### src/rtl/fft_frame_ctrl.sv
`default_nettype none
// +--------------------------------------------------------------------------+
// | fft_frame_ctrl : frame sequencer for the PE FFT pipeline (rev 1.0)        |
// +--------------------------------------------------------------------------+
module fft_frame_ctrl #(
   parameter int N_LOG2    = 6,
   parameter int NUM_STAGE = 6,
   parameter int TIMEOUT   = 255
) (
   input  logic                   clk,
   input  logic                   rst_n,
   input  logic                   start,
   input  logic [2*NUM_STAGE-1:0] scale_cfg,
   input  logic [NUM_STAGE-1:0]   sel_cfg,
   input  logic                   in_valid,
   output logic                   in_ready,
   input  logic                   pe_ready,
   output logic                   pe_in_valid,
   input  logic                   out_valid,
   output logic [NUM_STAGE-1:0]   pe_select,
   output logic [2*NUM_STAGE-1:0] pe_scaling,
   output logic                   busy,
   output logic                   done,
   output logic                   err,
   output logic [N_LOG2:0]        in_cnt,
   output logic [N_LOG2:0]        out_cnt
);

   localparam int              CW       = N_LOG2 + 1;
   localparam int              WDW      = $clog2(TIMEOUT + 1);
   localparam logic [CW-1:0]   N_CNT    = {1'b1, {N_LOG2{1'b0}}};
   localparam logic [WDW-1:0]  WD_LIMIT = WDW'(TIMEOUT);

   typedef enum logic [1:0] {
      IDLE  = 2'd0,
      LOAD  = 2'd1,
      DRAIN = 2'd2,
      DONE  = 2'd3
   } state_t;

   state_t         state;
   state_t         next_state;
   logic [WDW-1:0] wdog;
   logic           xfer;
   logic           out_hit;
   logic           out_full_next;
   logic           wd_expire;

   always_ff @(posedge clk or negedge rst_n) begin
      if (!rst_n) state <= IDLE;
      else        state <= next_state;
   end

   always_comb begin
      next_state    = state;
      in_ready      = 1'b0;
      pe_in_valid   = 1'b0;
      xfer          = 1'b0;
      wd_expire     = 1'b0;
      // out_cnt saturates at N; the frame is output-complete when it gets there
      out_hit       = out_valid && ((state == LOAD) || (state == DRAIN)) && (out_cnt != N_CNT);
      out_full_next = (out_cnt == N_CNT) || (out_hit && (out_cnt == N_CNT - 1'b1));
      case (state)
         IDLE: begin
            if (start) next_state = LOAD;
         end
         LOAD: begin
            in_ready    = pe_ready;
            pe_in_valid = in_valid & pe_ready;
            xfer        = in_valid & pe_ready;
            if (xfer && (in_cnt == N_CNT - 1'b1))
               next_state = out_full_next ? DONE : DRAIN;
         end
         DRAIN: begin
            wd_expire = !out_valid && (wdog == WD_LIMIT - 1'b1);
            if (out_full_next)  next_state = DONE;
            else if (wd_expire) next_state = IDLE;
         end
         DONE: begin
            next_state = IDLE;
         end
         default: next_state = IDLE;
      endcase
   end

   always_ff @(posedge clk or negedge rst_n) begin
      if (!rst_n) begin
         pe_select  <= '0;
         pe_scaling <= '0;
         busy       <= 1'b0;
         done       <= 1'b0;
         err        <= 1'b0;
         in_cnt     <= '0;
         out_cnt    <= '0;
         wdog       <= '0;
      end else begin
         busy <= (next_state == LOAD) || (next_state == DRAIN);
         done <= (next_state == DONE);
         err  <= (state == DRAIN) && (next_state == IDLE);

         if ((state == IDLE) && start) begin
            pe_scaling <= scale_cfg;
            pe_select  <= sel_cfg;
            in_cnt     <= '0;
            out_cnt    <= '0;
         end else begin
            // config is released whenever a frame ends, normally or by timeout
            if ((state != IDLE) && (next_state == IDLE)) begin
               pe_scaling <= '0;
               pe_select  <= '0;
            end
            if (xfer)    in_cnt  <= in_cnt + 1'b1;
            if (out_hit) out_cnt <= out_cnt + 1'b1;
         end

         if ((state == DRAIN) && (next_state == DRAIN))
            wdog <= out_valid ? '0 : wdog + 1'b1;
         else
            wdog <= '0;
      end
   end

endmodule
`default_nettype wire
### config.mk
export PLATFORM = sky130hd
export DESIGN_NAME = fft_frame_ctrl
export DESIGN_NICKNAME = d
export VERILOG_FILES = /design/src/rtl/fft_frame_ctrl.sv
export SDC_FILE = /design/constraint.sdc
export NUM_CORES = 1
export LEC_CHECK = 0
export CAP_MARGIN = 20
export CORE_MARGIN = 3
export CORE_UTILIZATION = 45
export CTS_CLUSTER_SIZE = 16
export DETAILED_ROUTE_END_ITERATION = 10
export PLACE_DENSITY = 0.83
export SYNTH_ARGS = -nofsm -noshare
export SYNTH_HDL_FRONTEND = slang
export SYNTH_SLANG_ARGS = --single-unit
### constraint.sdc
create_clock -name clk -period 3.6 [get_ports clk]
set_input_delay 0.9 -clock clk [delete_from_list [all_inputs] [get_ports clk]]
set_output_delay 0.9 -clock clk [all_outputs]
set_load 0.01 [all_outputs]
==> reports/qor.txt, run 1 <==
Vias in the first global route: 1662
Leak: 0.001290 uW
Initial Util: 48.66%
CTS clk-pin slew, worst paths: 0.08 ns
Final Power: 1949 uW
Mapped Cells: 183
Critical path class: primary input to flip-flop
Vias post-DR: 1633
Hold Vio Cnt, Final: 0
Core area: 4202 um^2
Critical Path Fanout Max: 18
Final Cell Area: 2865 um^2
Tmin final: 3.188 ns
Slowest CP cell: clkdlybuf4s50_1
Post-cts sizing count: 0
Mean Syn Cell Area: 11.17 um^2
Slew Limit Fails: 0
Hold Crit Class: primary input to async pin
Global-route wire length before repair: 7.969 mm
Residual DRC count: 0
Fmax: 0.3137 GHz
Worst setup SP type: primary input
Ant. Diodes: 0
Ys async rst share: 100.0%
Die height: 73.41 um
Die X: 73.41 um
GRT overflow: 0
Status: finished clean
Initial DRT Pass Iterations: 5
Ports: 61
Count of final setup violators: 0
Setup repair after global routing missed its margin: no
Largest net degree at the start of global routing: 46
# rows: 23
Ys Warns: 0
Commonest cells post-synth: dfrtp_1 (45), nor2_1 (24), a22o_1 (18)
Clk_lat worst skew: 0.29 ns
FF+latch count, synth: 45
Top-area cell type share of the netlist area: 55.08%
Critical path endpoint category: flip-flop
Postcts setup bufs: 0
Initial antenna violation count: 0
Pwr Density: 680.2 nW/um^2
Wire per inst: 15.97 um
Total Routed Length: 4.776 mm
DPL Wire Length: 3.326 mm
Worst EP required: 3.83 ns
Placed cell areas: 2711 um^2
First-iteration detailed-routing DRC count: 84
Nets@finish: 283
CTS tree: yes
Num CTS Buffers: 5
Mapped Area: 2044 um^2
Post-Syn Nets: 218
CTS Hold Bufs: 0
Placement Setup Slack: 0.1014 ns
Tcrit/Tclk final: 88.56%
Netlist cell types: 33
Final WS setup: 0.4120 ns
Routed Antenna Nets: 0
Clk_skew: 0.001483 ns
Total track usage: 19.07%
Top FF cell, synth: dfrtp_1
WP data arrival: 3.42 ns
Setup TNS: 0 ns
Synth area leaders: dfrtp_1 (55%), a22o_1 (7.7%), ha_1 (6.7%)
Post-synth EDFFs: 0
Number of fill cells: 347
Vias per std cell: 5.462
Final core utilization: 68.20%
Layout area overhead: 40.15%
Final GP Congestion: 0.8026
Synth area leader: dfrtp_1
Max-cap viol count: 0
Clk buf depth: 2
H-tree depth: 2
Slew headroom: 60.94%
CP peak stage delay: 0.51 ns
Post-synthesis sequential area ratio: 55.08%
Clk root buf: clkbuf_8
Max IR drop VDD: 401.2 uV
Share of cells above drive strength 1: 7.229%
Critical Path, Cell by Cell: clkdlybuf4s50_1 -> nand3_2 -> or2_4 -> or3_4 -> nor2b_4 -> o311a_1 -> ha_1 -> a21oi_2 -> buf_12 -> a22o_1
Count leader, synth: dfrtp_1
TritonCTS Sinks: 45
Worst-margin pin slew: 0.5858 ns
Port bufs: 60
Die ar.: 5388 um^2
-- state kept, by name, indices dropped and copies added (netlist names) --
signal	flops
pe_scaling	12
wdog	8
in_cnt	7
out_cnt	7
pe_select	6
state	2
busy	1
done	1
err	1
-- cell usage in the layout, fill, tap and decap left out, types with 2 or more instances in the layout --
cell | synthesis | final
clkbuf_8 | 0 | 5
o311a_1 | 2 | 2
nand3_1 | 8 | 8
and2_1 | 4 | 4
ha_1 | 11 | 11
clkdlybuf4s50_1 | 0 | 59
xnor2_1 | 4 | 4
nand2_1 | 9 | 9
buf_12 | 0 | 2
inv_1 | 9 | 9
bufinv_16 | 0 | 2
a22o_1 | 18 | 18
nor3_1 | 3 | 3
a21oi_1 | 4 | 4
nor2_1 | 24 | 24
and3_1 | 2 | 2
o21ai_0 | 4 | 4
xor2_1 | 11 | 11
nand4_1 | 4 | 4
dfrtp_1 | 45 | 45
-- routing by layer --
metal  track usage [%]  share of wire, %
met1             25.92                45
met3             4.925               4.9
met2             30.69                49
met4             4.427               1.0
met5                 0                 0
-- final timing paths --
path	start	end	slack, ns	depth (start not counted)
worst max-delay path	pe_ready	pe_scaling[3]	0.41	10
worst min-delay path	rst_n	wdog[6]	0.40	1
worst max register to register	state[1]	pe_scaling[3]	0.73	11
worst min register to register	pe_scaling[5]	pe_scaling[5]	0.50	1
max in group asynchronous	rst_n	pe_scaling[10]	2.78	2
min in group clk	pe_scaling[5]	pe_scaling[5]	0.50	1
-- through the flow --
step / instances / hold slack, ns
final: 299 / 0.4032
after global routing: 299 / 0.3938
after CTS: 298 / 0.5087
after detailed placement: 290 / 0.4809
after global placement: 290 / 0.4825
after floorplan: 183 / 0.4940
-- layout make-up --
cell class | count | area (um^2) | area share [%]
Clock buffer | 5 | 68.82 | 2.402
Clock inverter | 3 | 65.06 | 2.271
Inverter | 9 | 33.78 | 1.179
Multi-Input combinational cell | 124 | 865.8 | 30.22
Sequential cell | 45 | 1126 | 39.30
Tap cell | 50 | 62.56 | 2.183
Timing Repair Buffer | 63 | 643.1 | 22.45
-- power breakdown --
part	internal [uW]	leakage [uW]	total (uW)	switching, uW
combinational	424	0.000620	767	344
sequential	636	0.000602	731	95.1
clock	276	0.0000681	450	175
-- critical path, delay by kind of cell --
family                   cells  cell delay (ns)
AND/OR/NAND/NOR              4             0.93
buffers and inverters        2             0.68
AO/OA/AOI/OAI                3             0.67
adder cells (fa/ha/maj)      1             0.22
-- kinds of logic after synthesis --
logic type / Yosys count / synth area share, %
buffers and inverters: 14 / 2.570
flip-flops: 45 / 55.08
adder cells (fa/ha/maj): 11 / 6.732
XOR/XNOR: 15 / 6.426
AND/OR/NAND/NOR: 64 / 16.22
AO/OA/AOI/OAI: 34 / 12.98
Note: power is estimated with default switching activity, not from simulation.
==> inputs of run 2 (changes only) <==
--- a/config.mk
+++ b/config.mk
@@ -7,10 +7,10 @@
 export LEC_CHECK = 0
 export CAP_MARGIN = 20
 export CORE_MARGIN = 3
-export CORE_UTILIZATION = 45
+export CORE_UTILIZATION = 42
 export CTS_CLUSTER_SIZE = 16
 export DETAILED_ROUTE_END_ITERATION = 10
-export PLACE_DENSITY = 0.83
+export PLACE_DENSITY = 0.81
 export SYNTH_ARGS = -nofsm -noshare
 export SYNTH_HDL_FRONTEND = slang
 export SYNTH_SLANG_ARGS = --single-unit
==> constraint.sdc (replaced) <==
create_clock -name clk -period 2.7 [get_ports clk]
set_input_delay 0.675 -clock clk [delete_from_list [all_inputs] [get_ports clk]]
set_output_delay 0.675 -clock clk [all_outputs]
set_load 0.02 [all_outputs]
==> run 2 against run 1 <==
Net effect: global-route usage shrank 0.83 points; cell count grew 10%; worst hold slack lost 0.13 ns; via count grew 2.2%; wire length grew 3.8%; non-clock buffer count grew 16; register-to-register slack lost 0.61 ns; core utilization shrank 1.7 points; critical endpoint is now pe_select[1]; highest routed layer unchanged; sequential share of layout area shrank 2.0 points; sequential power grew 34%; first-iteration DRC count shrank 38%.
==> reports/qor.txt, run 2 (synthesized netlist as in run 1, its figures left out) <==
Routed Antenna Nets: 0 (unchanged)
TritonCTS Sinks: 45 (unchanged)
Vias in the first global route: 1578 (was 1662)
Most frequent cells in the layout: clkdlybuf4s50_1 (57), dfrtp_1 (45), nor2_1 (24) (was clkdlybuf4s50_1 (59), dfrtp_1 (45), nor2_1 (24))
Worst setup SP type: flip-flop (was primary input)
Reg2reg end: pe_select[1] (was pe_scaling[3])
Reg2Reg Depth: 12 (was 11)
Pwr Density: 917.5 nW/um^2 (was 680.2 nW/um^2)
Max-cap viol count: 0 (unchanged)
DPL Wire Length: 3.532 mm (was 3.326 mm)
Die ar.: 5741 um^2 (was 5388 um^2)
WP data arrival: 2.83 ns (was 3.42 ns)
Max IR drop VDD: 455.8 uV (was 401.2 uV)
Nets@finish: 299 (was 283)
Final core utilization: 66.53% (was 68.20%)
Hold Crit Class: primary input to async pin (unchanged)
Largest register FFs: 12 (unchanged)
H-tree depth: 2 (unchanged)
Largest regs: pe_scaling: 12 flops, wdog: 8 flops (unchanged)
Final Power: 2768 uW (was 1949 uW)
Placed cell areas: 2833 um^2 (was 2711 um^2)
Setup repair after global routing missed its margin: no (unchanged)
Ant. Diodes: 0 (unchanged)
Commonest non-fill, non-tap cell in the layout: clkdlybuf4s50_1 (unchanged)
Die X: 75.77 um (was 73.41 um)
Critical path class: flip-flop to flip-flop (was primary input to flip-flop)
Clk_skew: 0.01392 ns (was 0.001483 ns)
CTS Hold Bufs: 0 (unchanged)
Leak: 0.001357 uW (was 0.001290 uW)
Share of cells above drive strength 1: 14.72% (was 7.229%)
Critical Path Fanout Max: 9 (was 18)
CTS tree: yes (unchanged)
First-iteration detailed-routing DRC count: 52 (was 84)
Hold Vio Cnt, Final: 0 (unchanged)
Initial DRT Pass Iterations: 4 (was 5)
Total Routed Length: 4.956 mm (was 4.776 mm)
Num CTS Buffers: 5 (unchanged)
Layout area overhead: 47.55% (was 40.15%)
Worst EP required: 2.94 ns (was 3.83 ns)
GRT overflow: 0 (unchanged)
Global-route wire length before repair: 7.921 mm (was 7.969 mm)
Clk root buf: clkbuf_8 (unchanged)
R2r startpoint: state[1] (unchanged)
Tcrit/Tclk final: 95.66%
Die height: 75.77 um (was 73.41 um)
Port bufs: 60 (unchanged)
Slew Limit Fails: 0 (unchanged)
Largest net degree at the start of global routing: 22 (was 46)
Critical path endpoint category: flip-flop (unchanged)
R2R Setup Slk: 0.12 ns (was 0.73 ns)
Final hold slack: 0.2731 ns (was 0.4032 ns)
Number of fill cells: 343 (was 347)
Core area: 4534 um^2 (was 4202 um^2)
Tmin final: 2.583 ns
# rows: 24 (was 23)
CTS clk-pin slew, worst paths: 0.09 ns (was 0.08 ns)
Status: finished clean (unchanged)
Vias post-DR: 1669 (was 1633)
Largest Register: pe_scaling (unchanged)
Vias per std cell: 5.058 (was 5.462)
Clk_lat worst skew: 0.30 ns (was 0.29 ns)
Slew headroom: 73.67% (was 60.94%)
Wire per inst: 15.02 um (was 15.97 um)
Initial antenna violation count: 0 (unchanged)
Worst Setup SP: state[1] (was pe_ready)
Ports: 61 (unchanged)
Count of final setup violators: 0 (unchanged)
Total track usage: 18.24% (was 19.07%)
Final GP Congestion: 0.8541 (was 0.8026)
Worst-margin pin slew: 0.3889 ns (was 0.5858 ns)
Clk buf depth: 2 (unchanged)
Final Cell Area: 3017 um^2 (was 2865 um^2)
Fmax: 0.3872 GHz
Residual DRC count: 0 (unchanged)
Initial Util: 45.09% (was 48.66%)
run 2: report_power, final:
part	internal, uW	total, uW	switching, uW
combinational	662	1290	627
sequential	848	977	128
clock	278	503	225
total	1790	2770	980
run 2: repair_timing:
item | in CTS | in global routing
cloned | 1 | 0
endpoints found under the setup margin | 27 | 26
pin swaps | 3 | 6
hold endpoints to repair | 0 | 0
resized for setup | 5 | 5
setup buffers | 2 | 3
run 2: cell type report:
cell class / instances / area [um^2] / share of cell area, %
Clock buffer: 6 / 72.57 / 2.406
Sequential cell: 45 / 1126 / 37.33
Inverter: 9 / 33.78 / 1.120
Multi-Input combinational cell: 124 / 900.9 / 29.86
Clock inverter: 2 / 38.79 / 1.286
Timing Repair Buffer: 79 / 763.2 / 25.30
Tap cell: 65 / 81.33 / 2.696
run 2: per-stage QoR:
stage | setup slack, ns | TNS [ns] | instances
finish | 0.1173 | 0 | 330
global route | 0.02442 | 0 | 330
CTS | 0.05113 | 0 | 328
detailed placement | -0.4278 | -10.81 | 317
global placement | -0.3747 | -9.768 | 317
floorplan | 0.02599 | 0 | 183
run 2: worst max-delay path by stage:
stage          depth (start not counted)  slack (ns)        endpoint
2_1_floorplan                         11        0.03  pe_scaling[10]
3_3_place_gp                           9       -0.37         wdog[3]
3_5_place_dp                          10       -0.43   pe_scaling[2]
4_1_cts                               12        0.05    pe_select[2]
5_1_grt                               12        0.02    pe_select[2]
6_report                              12        0.12    pe_select[1]
run 2: worst max-delay path, cell delays in order, from the launching register on:
cell and delay [ns]:
dfrtp_1 0.40, inv_2 0.09, ha_4 0.15, nand3_2 0.08, or2_4 0.26, or3_4 0.34, nor2b_4 0.13, o311a_1 0.36
ha_2 0.21, a21oi_4 0.15, buf_6 0.13, buf_16 0.11, a22o_1 0.12
run 2: routing by layer:
metal	vias to the layer above	track usage (%)	part of all wire, %
met4	0	4.854	1.1
li1	803	-	-
met3	7	3.166	3.0
met2	37	29.85	52
met5	-	0	0
met1	822	25.02	44
